`config.mk`:
```
export PLATFORM = sky130hd
export DESIGN_NAME = pipeline_controller
export DESIGN_NICKNAME = d
export VERILOG_FILES = /design/src/rtl/pipeline_controller_pkg.sv /design/src/rtl/pipeline_empty_detector.sv /design/src/rtl/pipeline_controller.sv
export SDC_FILE = /design/constraint.sdc
export NUM_CORES = 1
export LEC_CHECK = 0
export CAP_MARGIN = 10
export CORE_AREA = 3 3 40 42
export CTS_CLUSTER_SIZE = 10
export DETAILED_ROUTE_END_ITERATION = 10
export DIE_AREA = 0 0 43 45
export PLACE_DENSITY = 0.78
export SYNTH_ARGS = -nofsm -noshare
export SYNTH_HDL_FRONTEND = slang
export SYNTH_SLANG_ARGS = --single-unit
```
`constraint.sdc`:
```
create_clock -name clk -period 3.8 [get_ports clk]
set_input_delay 0.57 -clock clk [delete_from_list [all_inputs] [get_ports clk]]
set_output_delay 0.57 -clock clk [all_outputs]
set_load 0.005 [all_outputs]
```
`src/rtl/pipeline_controller_pkg.sv`:
```
// Shared types and defaults for the pipeline controller: per-stage control word,
// recovery phase enum and the stage index map used to build the control vectors.
package pipeline_controller_pkg;

   typedef struct packed {
      logic stall;
      logic clear;
   } PipelineControll;

   typedef enum logic {
      CP_RUN,
      CP_RECOVER
   } ControllerPhase;

   localparam int CONTROLLER_RECOVERY_CYCLES     = 2;
   localparam int CONTROLLER_EMPTY_SETTLE_CYCLES = 2;

   // Bit positions of each stage inside the internal stall/clear vectors.
   localparam int STG_NP = 0;
   localparam int STG_IF = 1;
   localparam int STG_PD = 2;
   localparam int STG_ID = 3;
   localparam int STG_RN = 4;
   localparam int STG_DS = 5;
   localparam int STG_SC = 6;
   localparam int STG_IS = 7;
   localparam int STG_BE = 8;
   localparam int STG_CM = 9;
   localparam int NUM_STAGES = 10;

endpackage

```
`src/rtl/pipeline_empty_detector.sv`:
```
// Settles the raw all-empty condition: the flag rises only after SETTLE consecutive
// empty cycles and drops the cycle after any non-empty cycle.
module pipeline_empty_detector #(
   parameter int SETTLE = 2
) (
   input  logic clk,
   input  logic rst,
   input  logic allEmpty_i,
   output logic wholePipelineEmpty_o
);

   localparam int SCW = $clog2(SETTLE + 1);

   logic [SCW-1:0] settleCnt_q, settleCnt_d;
   logic           flag_q, flag_d;

   // Counter saturates at SETTLE so a long idle period never wraps back to zero.
   always_comb begin
      settleCnt_d = '0;
      flag_d      = 1'b0;
      if (allEmpty_i) begin
         settleCnt_d = (settleCnt_q == SCW'(SETTLE)) ? settleCnt_q : settleCnt_q + 1'b1;
         flag_d      = (settleCnt_d == SCW'(SETTLE));
      end
   end

   always_ff @(posedge clk) begin
      if (rst) begin
         settleCnt_q <= '0;
         flag_q      <= 1'b0;
      end else begin
         settleCnt_q <= settleCnt_d;
         flag_q      <= flag_d;
      end
   end

   assign wholePipelineEmpty_o = flag_q;

endmodule

```
`src/rtl/pipeline_controller.sv`:
```
// Collects stall/flush/bubble requests from the stages and produces one {stall, clear}
// pair per stage, plus the post-commit-flush recovery FSM and the settled empty flag.
module pipeline_controller
   import pipeline_controller_pkg::*;
#(
   parameter int RECOVERY_CYCLES     = CONTROLLER_RECOVERY_CYCLES,
   parameter int EMPTY_SETTLE_CYCLES = CONTROLLER_EMPTY_SETTLE_CYCLES
) (
   input  logic       clk,
   input  logic       rst,
   input  logic       cmStageFlushUpper,
   input  logic       rnStageFlushUpper,
   input  logic       rnStageSendBubbleLower,
   input  logic       idStageStallUpper,
   input  logic       ifStageSendBubbleLower,
   input  logic       npStageSendBubbleLower,
   input  logic       npStageSendBubbleLowerForInterrupt,
   input  logic       isStageStallUpper,
   input  logic       ifStageEmpty,
   input  logic       pdStageEmpty,
   input  logic       idStageEmpty,
   input  logic       rnStageEmpty,
   input  logic       activeListEmpty,
   output logic [1:0] npStage,
   output logic [1:0] ifStage,
   output logic [1:0] pdStage,
   output logic [1:0] idStage,
   output logic [1:0] rnStage,
   output logic [1:0] dsStage,
   output logic [1:0] scStage,
   output logic [1:0] isStage,
   output logic [1:0] backEnd,
   output logic [1:0] cmStage,
   output logic       stallByDecodeStage,
   output logic       wholePipelineEmpty
);

   localparam int RCW = (RECOVERY_CYCLES > 0) ? $clog2(RECOVERY_CYCLES + 1) : 1;
   localparam logic [RCW-1:0] RECOVER_RELOAD = RCW'(RECOVERY_CYCLES);

   ControllerPhase  phase_q;
   logic [RCW-1:0]  recoverCnt_q;
   logic [NUM_STAGES-1:0] stallReq, clearReq, stallOut;
   logic            allEmpty;

   // A flush arriving during recovery restarts the full NOP window.
   always_ff @(posedge clk) begin
      if (rst) begin
         phase_q      <= CP_RUN;
         recoverCnt_q <= '0;
      end else if (cmStageFlushUpper) begin
         if (RECOVERY_CYCLES > 0) begin
            phase_q      <= CP_RECOVER;
            recoverCnt_q <= RECOVER_RELOAD;
         end else begin
            phase_q      <= CP_RUN;
            recoverCnt_q <= '0;
         end
      end else if (phase_q == CP_RECOVER) begin
         recoverCnt_q <= recoverCnt_q - 1'b1;
         if (recoverCnt_q <= RCW'(1)) begin
            phase_q <= CP_RUN;
         end
      end
   end

   always_comb begin
      stallReq           = '0;
      clearReq           = '0;
      stallByDecodeStage = 1'b0;
      if (rst || cmStageFlushUpper) begin
         clearReq = '1;
      end else begin
         if (phase_q == CP_RECOVER) begin
            clearReq[STG_RN:STG_NP] = '1;
         end
         if (rnStageFlushUpper) begin
            clearReq[STG_ID:STG_NP] = '1;
         end
         if (rnStageSendBubbleLower) begin
            clearReq[STG_RN]        = 1'b1;
            stallReq[STG_ID:STG_NP] = '1;
         end
         if (idStageStallUpper) begin
            stallReq[STG_PD:STG_NP] = '1;
            stallByDecodeStage = (phase_q == CP_RUN) && !rnStageFlushUpper &&
                                 !rnStageSendBubbleLower;
         end
         if (isStageStallUpper) begin
            stallReq[STG_SC] = 1'b1;
            stallReq[STG_IS] = 1'b1;
            clearReq[STG_IS] = 1'b1;
         end
         if (ifStageSendBubbleLower) begin
            clearReq[STG_IF] = 1'b1;
            stallReq[STG_NP] = 1'b1;
         end
         if (npStageSendBubbleLower || npStageSendBubbleLowerForInterrupt) begin
            clearReq[STG_NP] = 1'b1;
         end
      end
   end

   // A cleared stage carries a NOP, so holding it as well would be meaningless.
   assign stallOut = stallReq & ~clearReq;

   assign npStage = {stallOut[STG_NP], clearReq[STG_NP]};
   assign ifStage = {stallOut[STG_IF], clearReq[STG_IF]};
   assign pdStage = {stallOut[STG_PD], clearReq[STG_PD]};
   assign idStage = {stallOut[STG_ID], clearReq[STG_ID]};
   assign rnStage = {stallOut[STG_RN], clearReq[STG_RN]};
   assign dsStage = {stallOut[STG_DS], clearReq[STG_DS]};
   assign scStage = {stallOut[STG_SC], clearReq[STG_SC]};
   assign isStage = {stallOut[STG_IS], clearReq[STG_IS]};
   assign backEnd = {stallOut[STG_BE], clearReq[STG_BE]};
   assign cmStage = {stallOut[STG_CM], clearReq[STG_CM]};

   assign allEmpty = ifStageEmpty && pdStageEmpty && idStageEmpty && rnStageEmpty &&
                     activeListEmpty && (phase_q == CP_RUN) && !cmStageFlushUpper;

   pipeline_empty_detector #(
      .SETTLE(EMPTY_SETTLE_CYCLES)
   ) emptyDetector (
      .clk                  (clk),
      .rst                  (rst),
      .allEmpty_i           (allEmpty),
      .wholePipelineEmpty_o (wholePipelineEmpty)
   );

endmodule

```
==> results of run 1 <==
metal layers:
layer | vias to the layer above | routed length [um] | global-route usage (%)
li1 | 209 | - | -
met1 | 181 | 324 | 10.4
met2 | 14 | 502 | 18.6
met3 | 5 | 79 | 7.17
met4 | 0 | 30 | 7.23
met5 | - | 0 | 0
worst paths after layout:
| kind | slack [ns] | start | depth (start not counted) | end |
|---|---|---|---|---|
| worst max-delay path | 0.75 | rst | 4 | npStage[1] |
| worst min-delay path | 0.50 | recoverCnt_q[1] | 2 | phase_q |
| worst max register to register | 2.82 | emptyDetector.settleCnt_q[1] | 4 | emptyDetector.settleCnt_q[1] |
| worst min register to register | 0.50 | recoverCnt_q[1] | 2 | phase_q |
critical path: stages:
cell and delay (ns):
clkdlybuf4s50_1 0.47, or4_1 0.62, nor4_1 0.28, clkdlybuf4s50_1 0.54
metrics by stage:
stage / utilization (%) / setup WS, ns / total power (uW) / std cells / cell area, um2
detailed placement: 50.3 / 0.738 / 98.8 / 90 / 647
global placement: 50.3 / 0.787 / 98.4 / 90 / 647
finish: 52.4 / 0.749 / 160 / 94 / 673
CTS: 52.4 / 0.740 / 164 / 94 / 673
global route: 52.4 / 0.645 / 172 / 94 / 673
floorplan: - / 1.70 / 76.5 / 55 / 394
layout by cell type (no fill, tap or decap), types with 2 or more instances in the layout:
| master | instances |
|---|---|
| or4_1 | 2 |
| nor3_1 | 2 |
| ha_1 | 2 |
| dfxtp_1 | 5 |
| clkdlybuf4s50_1 | 31 |
| conb_1 | 5 |
| or3_1 | 2 |
| a21oi_1 | 2 |
| inv_1 | 8 |
| nor4_1 | 3 |
| nor2_1 | 5 |
| clkbuf_4 | 3 |
report_power, final:
group,leakage [uW],internal [uW],switching [uW]
Clock,0.0000150,39.7,22.5
Sequential,0.0000410,54.8,2.10
Combinational,0.000217,27.1,13.5
state kept, by name, summed over array words and instances, names as in the netlist:
signal / count
emptyDetector.settleCnt_q: 2
recoverCnt_q: 2
phase_q: 1
cell families (layout without fill, tap and decap cells):
kind of cell / after synthesis / in the layout / synth area share (%)
adder cells (fa/ha/maj): 2 / 2 / 6.60
XOR/XNOR: 1 / 1 / 2.31
AO/OA/AOI/OAI: 2 / 2 / 2.64
AND/OR/NAND/NOR: 20 / 20 / 30.4
buffers and inverters: 19 / 43 / 28.0
other: 1 / 5 / 0.989
multiplexers: 1 / 1 / 2.64
flip-flops: 5 / 5 / 26.4
Yosys cell counts (all sizes together):
library cell | instances | area share [%]
a21oi | 2 | 2.6
buf | 10 | 19
clkbuf | 1 | 0.99
conb | 1 | 0.99
dfxtp | 5 | 26
ha | 2 | 6.6
inv | 8 | 7.9
mux2i | 1 | 2.6
nand2 | 1 | 0.99
nand3b | 1 | 2.0
nand4b | 1 | 2.3
nor2 | 5 | 5.0
nor3 | 2 | 2.6
nor3b | 1 | 2.0
nor4 | 3 | 5.0
or2 | 2 | 3.3
or3 | 2 | 3.3
or4 | 2 | 4.0
xnor2 | 1 | 2.3
cell type report:
class	instances	area [um2]
multi-input combinational	31	188
timing repair buffer	31	310
clock buffer	4	26.3
inverter	8	30.0
tap	15	18.8
sequential	5	100
fill	129	612
==> results by group, run 1 <==
Floorplanning
  – Die area: 1940 um2
  – # IOs: 37
  – Die Y: 45 um
  – Num rows: 13
  – Initial core utilization: 29.5%
  – Core area: 1280 um2
  – Die Width: 43 um

Yosys
  – Number of warnings issued by yosys: 0
  – Mapped Area: 379 um2
  – Post-synthesis cell type count: 21
  – Yosys reg bits: 5
  – Syn Inst Count: ~50
  – Sequential-to-total area share from yosys stat: 26.4%
  – Mapped Avg Cell Area: 7.43 um2

STA
  – Sum Neg Setup Slack: 0 ns
  – Fin Hold WS: 0.497 ns
  – Pins Over Slew Limit: 0
  – Period Utilization, post-route: 80.3%
  – Final hold violations: 0
  – Setup violations, final: 0
  – Skew final: 0.00449 ns
  – Fmax: 328 MHz
  – Unrepaired setup endpoints after global routing: false
  – Min cycle time layout: 3.05 ns

Global routing
  – Largest net degree at the start of global routing: 9
  – First-pass GRT wire length: between 1500 and 2000 um
  – Grt total ovfl: 0
  – Total track usage: 11.3%
  – Vias in the first global route: around 380
  – Initial antenna violation count: 0

Drt
  – Starting DRC count in detailed routing: 3
  – Vias/cell: 4.35
  – # DRC: 0
  – WL/cell: roughly 10 um
  – Drt total wl: 936 um
  – Initial DRT Pass Iterations: 4
  – ANT nets after route: 0
  – Routed via count: 409

Power
  – Pleak: 0.000273 uW
  – Pwr Density: 237 nW/um2
  – VDD IR max: about 0.19 mV

Final layout
  – Share of cells above drive strength 1: 5.06%
  – Nets@finish: 97
  – Diode count: 0
  – P&R area growth vs syn: 77.6%

Setup path
  – CP Class: input port to output port
  – Worst endpoint required time: 3.23 ns
  – CP startpoint kind: input port
  – Endpoint type of the worst setup path: output port
  – Crit path arrival time: 2.48 ns
  – Critical-path maximum fanout: 8

CTS
  – Clk sink count: 5
  – Max clock buf depth: 2
  – Post-cts sizing count: 0
  – CTS Hold Buffers Added: 0
  – Reg clk slew, reported paths: 0.04 ns
  – Clk Latency, worst-skew pair: roughly 0.25 ns
  – Root Buffer: clkbuf_4
  – H-tree levels: 1
  – Inserted Clock Buffers: 3
  – Post-CTS setup buffers: 0
  – CTS tree: done

Run
  – Maxcap violations: 0

Placement
  – DP Wirelength: approximately 820 um
  – Port Buffers: 31
  – Placer Congestion: slightly above 0.7

Hold path
  – Worst Hold Class: register to register

Run status
  – Outcome: finished clean
(Power assumes the default switching activity.)
==> run 2: changes to the inputs <==
- CORE_AREA: 3 3 40 42 -> unset
- CORE_MARGIN: unset -> 3
- CORE_UTILIZATION: unset -> 25
- DIE_AREA: 0 0 43 45 -> unset
- PLACE_DENSITY: 0.78 -> 0.72
- clock period: 3.8 -> 2.6 ns (I/O delays scaled with it)
==> results by group, run 2 (synthesized netlist as in run 1, its figures left out) <==
STA
  – Skew final: 0.00524 ns
  – Fmax: slightly below 400 MHz
  – Period Utilization, post-route: between 90% and 100%
  – Setup violations, final: 0
  – Min cycle time layout: 2.57 ns
  – Fin Hold WS: 0.493 ns
  – Pins Over Slew Limit: 0
  – Final hold violations: 0

Final layout
  – Most frequent cells in the layout: clkdlybuf4s50_1 (30), inv_1 (8), nor2_1 (5), conb_1 (5), dfxtp_1 (5)
  – # fillers: 146
  – P&R area growth vs syn: 85.8%
  – Design area: 704 um2
  – Nets@finish: 100
  – Top Registers: emptyDetector.settleCnt_q x2, recoverCnt_q x2, phase_q x1
  – Diode count: 0
  – Most common cell after layout, fill and taps aside: clkdlybuf4s50_1
  – Share of cells above drive strength 1: 11.0%

Setup path
  – Crit path arrival time: 2.18 ns
  – R2R Setup Slk: about 1.6 ns
  – Crit path from: rnStageFlushUpper
  – Critical R2R Launch: recoverCnt_q[1]
  – R2r worst-path depth: 4
  – Worst endpoint required time: 2.21 ns
  – Critical-path maximum fanout: 6
  – Endpoint type of the worst setup path: output port
  – CP Class: input port to output port
  – R2R Path End: recoverCnt_q[1]
  – CP startpoint kind: input port

Global routing
  – Vias in the first global route: 431
  – Largest net degree at the start of global routing: 9
  – Initial antenna violation count: 0
  – Total track usage: between 10% and 20%
  – Grt total ovfl: 0
  – First-pass GRT wire length: 1880 um

Floorplanning
  – Num rows: 13
  – # IOs: 37
  – Die area: 2020 um2
  – Initial core utilization: 27.7%
  – Core area: approximately 1400 um2
  – Die Y: between 40 and 50 um
  – Die Width: 44.9 um

CTS
  – Post-CTS setup buffers: 0
  – Inserted Clock Buffers: 3
  – Clk Latency, worst-skew pair: approximately 0.24 ns
  – Root Buffer: clkbuf_4
  – H-tree levels: 1
  – Max clock buf depth: 2
  – CTS Hold Buffers Added: 0
  – CTS tree: done
  – Clk sink count: 5
  – Reg clk slew, reported paths: 0.04 ns

Placement
  – Placed cell area: about 670 um2
  – Port Buffers: 31
  – Placer Congestion: approximately 0.7
  – DP Wirelength: 896 um

Hold path
  – Worst hold endpoint: phase_q
  – Hold depth: 2
  – Worst Hold Class: register to register
  – Hold Crit Start: recoverCnt_q[1]

Drt
  – Vias/cell: between 4 and 5
  – Drt total wl: approximately 1100 um
  – ANT nets after route: 0
  – Top Layer Used: met3
  – Routed via count: between 400 and 500
  – DR WL met2: roughly 600 um
  – Starting DRC count in detailed routing: 1
  – WL/cell: 11.8 um
  – # DRC: 0
  – Met3 WL: 139 um
  – Initial DRT Pass Iterations: 2
  – WL met1: 404 um

Power
  – VDD IR max: 0.292 mV
  – Pleak: about 0.00029 uW
  – Tot Pwr: 236 uW
  – Pwr Density: 335 nW/um2

Run
  – Maxcap violations: 0

Run status
  – Outcome: finished clean
[run 2: cell types whose count changed in the layout (fill, tap and decap cells not counted)]
cell             delta
clkdlybuf4s50_1     -1
nor4_1              -1
or4_4               +1
dlygate4sd2_1       +1
or4_1               -1
nor4_2              +1
buf_4               +3
[run 2: cell type report]
cell class              count  area [um2]  area share (%)
repair buffers             34         332            47.1
multi-input cells          31         198            28.1
flip-flops and latches      5         100            14.2
inverters                   8        30.0            4.26
clock buffers               4        26.3            3.73
well taps                  15        18.8            2.66
[run 2: how the worst max path moves through the flow]
stage               slack, ns  cells after the start         end
floorplan                0.86                      3  npStage[0]
global placement        -0.03                      4  npStage[1]
detailed placement      -0.05                      4  npStage[1]
CTS                      0.05                      4  npStage[1]
global route            -0.05                      4  npStage[1]
finish                   0.03                      4  npStage[1]
[run 2: per-layer routing]
| metal | up-vias | GRT usage [%] |
|---|---|---|
| met5 | - | 0 |
| li1 | 212 | - |
| met2 | 23 | 22.6 |
| met4 | 0 | 5.26 |
| met1 | 195 | 12.8 |
| met3 | 0 | 4.78 |
[run 2: metrics by stage]
stage | setup TNS [ns] | util (%) | worst slack, ns | instances
2_1_floorplan | 0 | - | 0.857 | 55
3_3_place_gp | -0.0416 | 49.0 | -0.0332 | 93
6_report | 0 | 51.6 | 0.0343 | 97
3_5_place_dp | -0.0942 | 49.0 | -0.0470 | 93
4_1_cts | 0 | 51.1 | 0.0537 | 97
5_1_grt | -0.0520 | 51.6 | -0.0520 | 97
[run 2: repair_timing]
item,4_1_cts,5_1_grt
resized for setup,2,1
gates cloned,0,0
setup endpoints to repair,3,1
[run 2: report_power, final]
group          total (uW)  internal [uW]  switching [uW]
clock                87.9           57.9            30.0
sequential           83.5           80.2            3.30
combinational        64.9           42.3            22.6
total                 236            180            55.9
[run 2: critical path, stage by stage]
cell and delay (ns):
clkdlybuf4s50_1 0.43, or4_4 0.57, nor4_2 0.25, clkdlybuf4s50_1 0.54
==> run 3: changes to the inputs <==
- CTS_CLUSTER_DIAMETER: unset -> 30
==> results of run 3 <==
The final DEF is identical to that of run 2; final timing and power are the same.
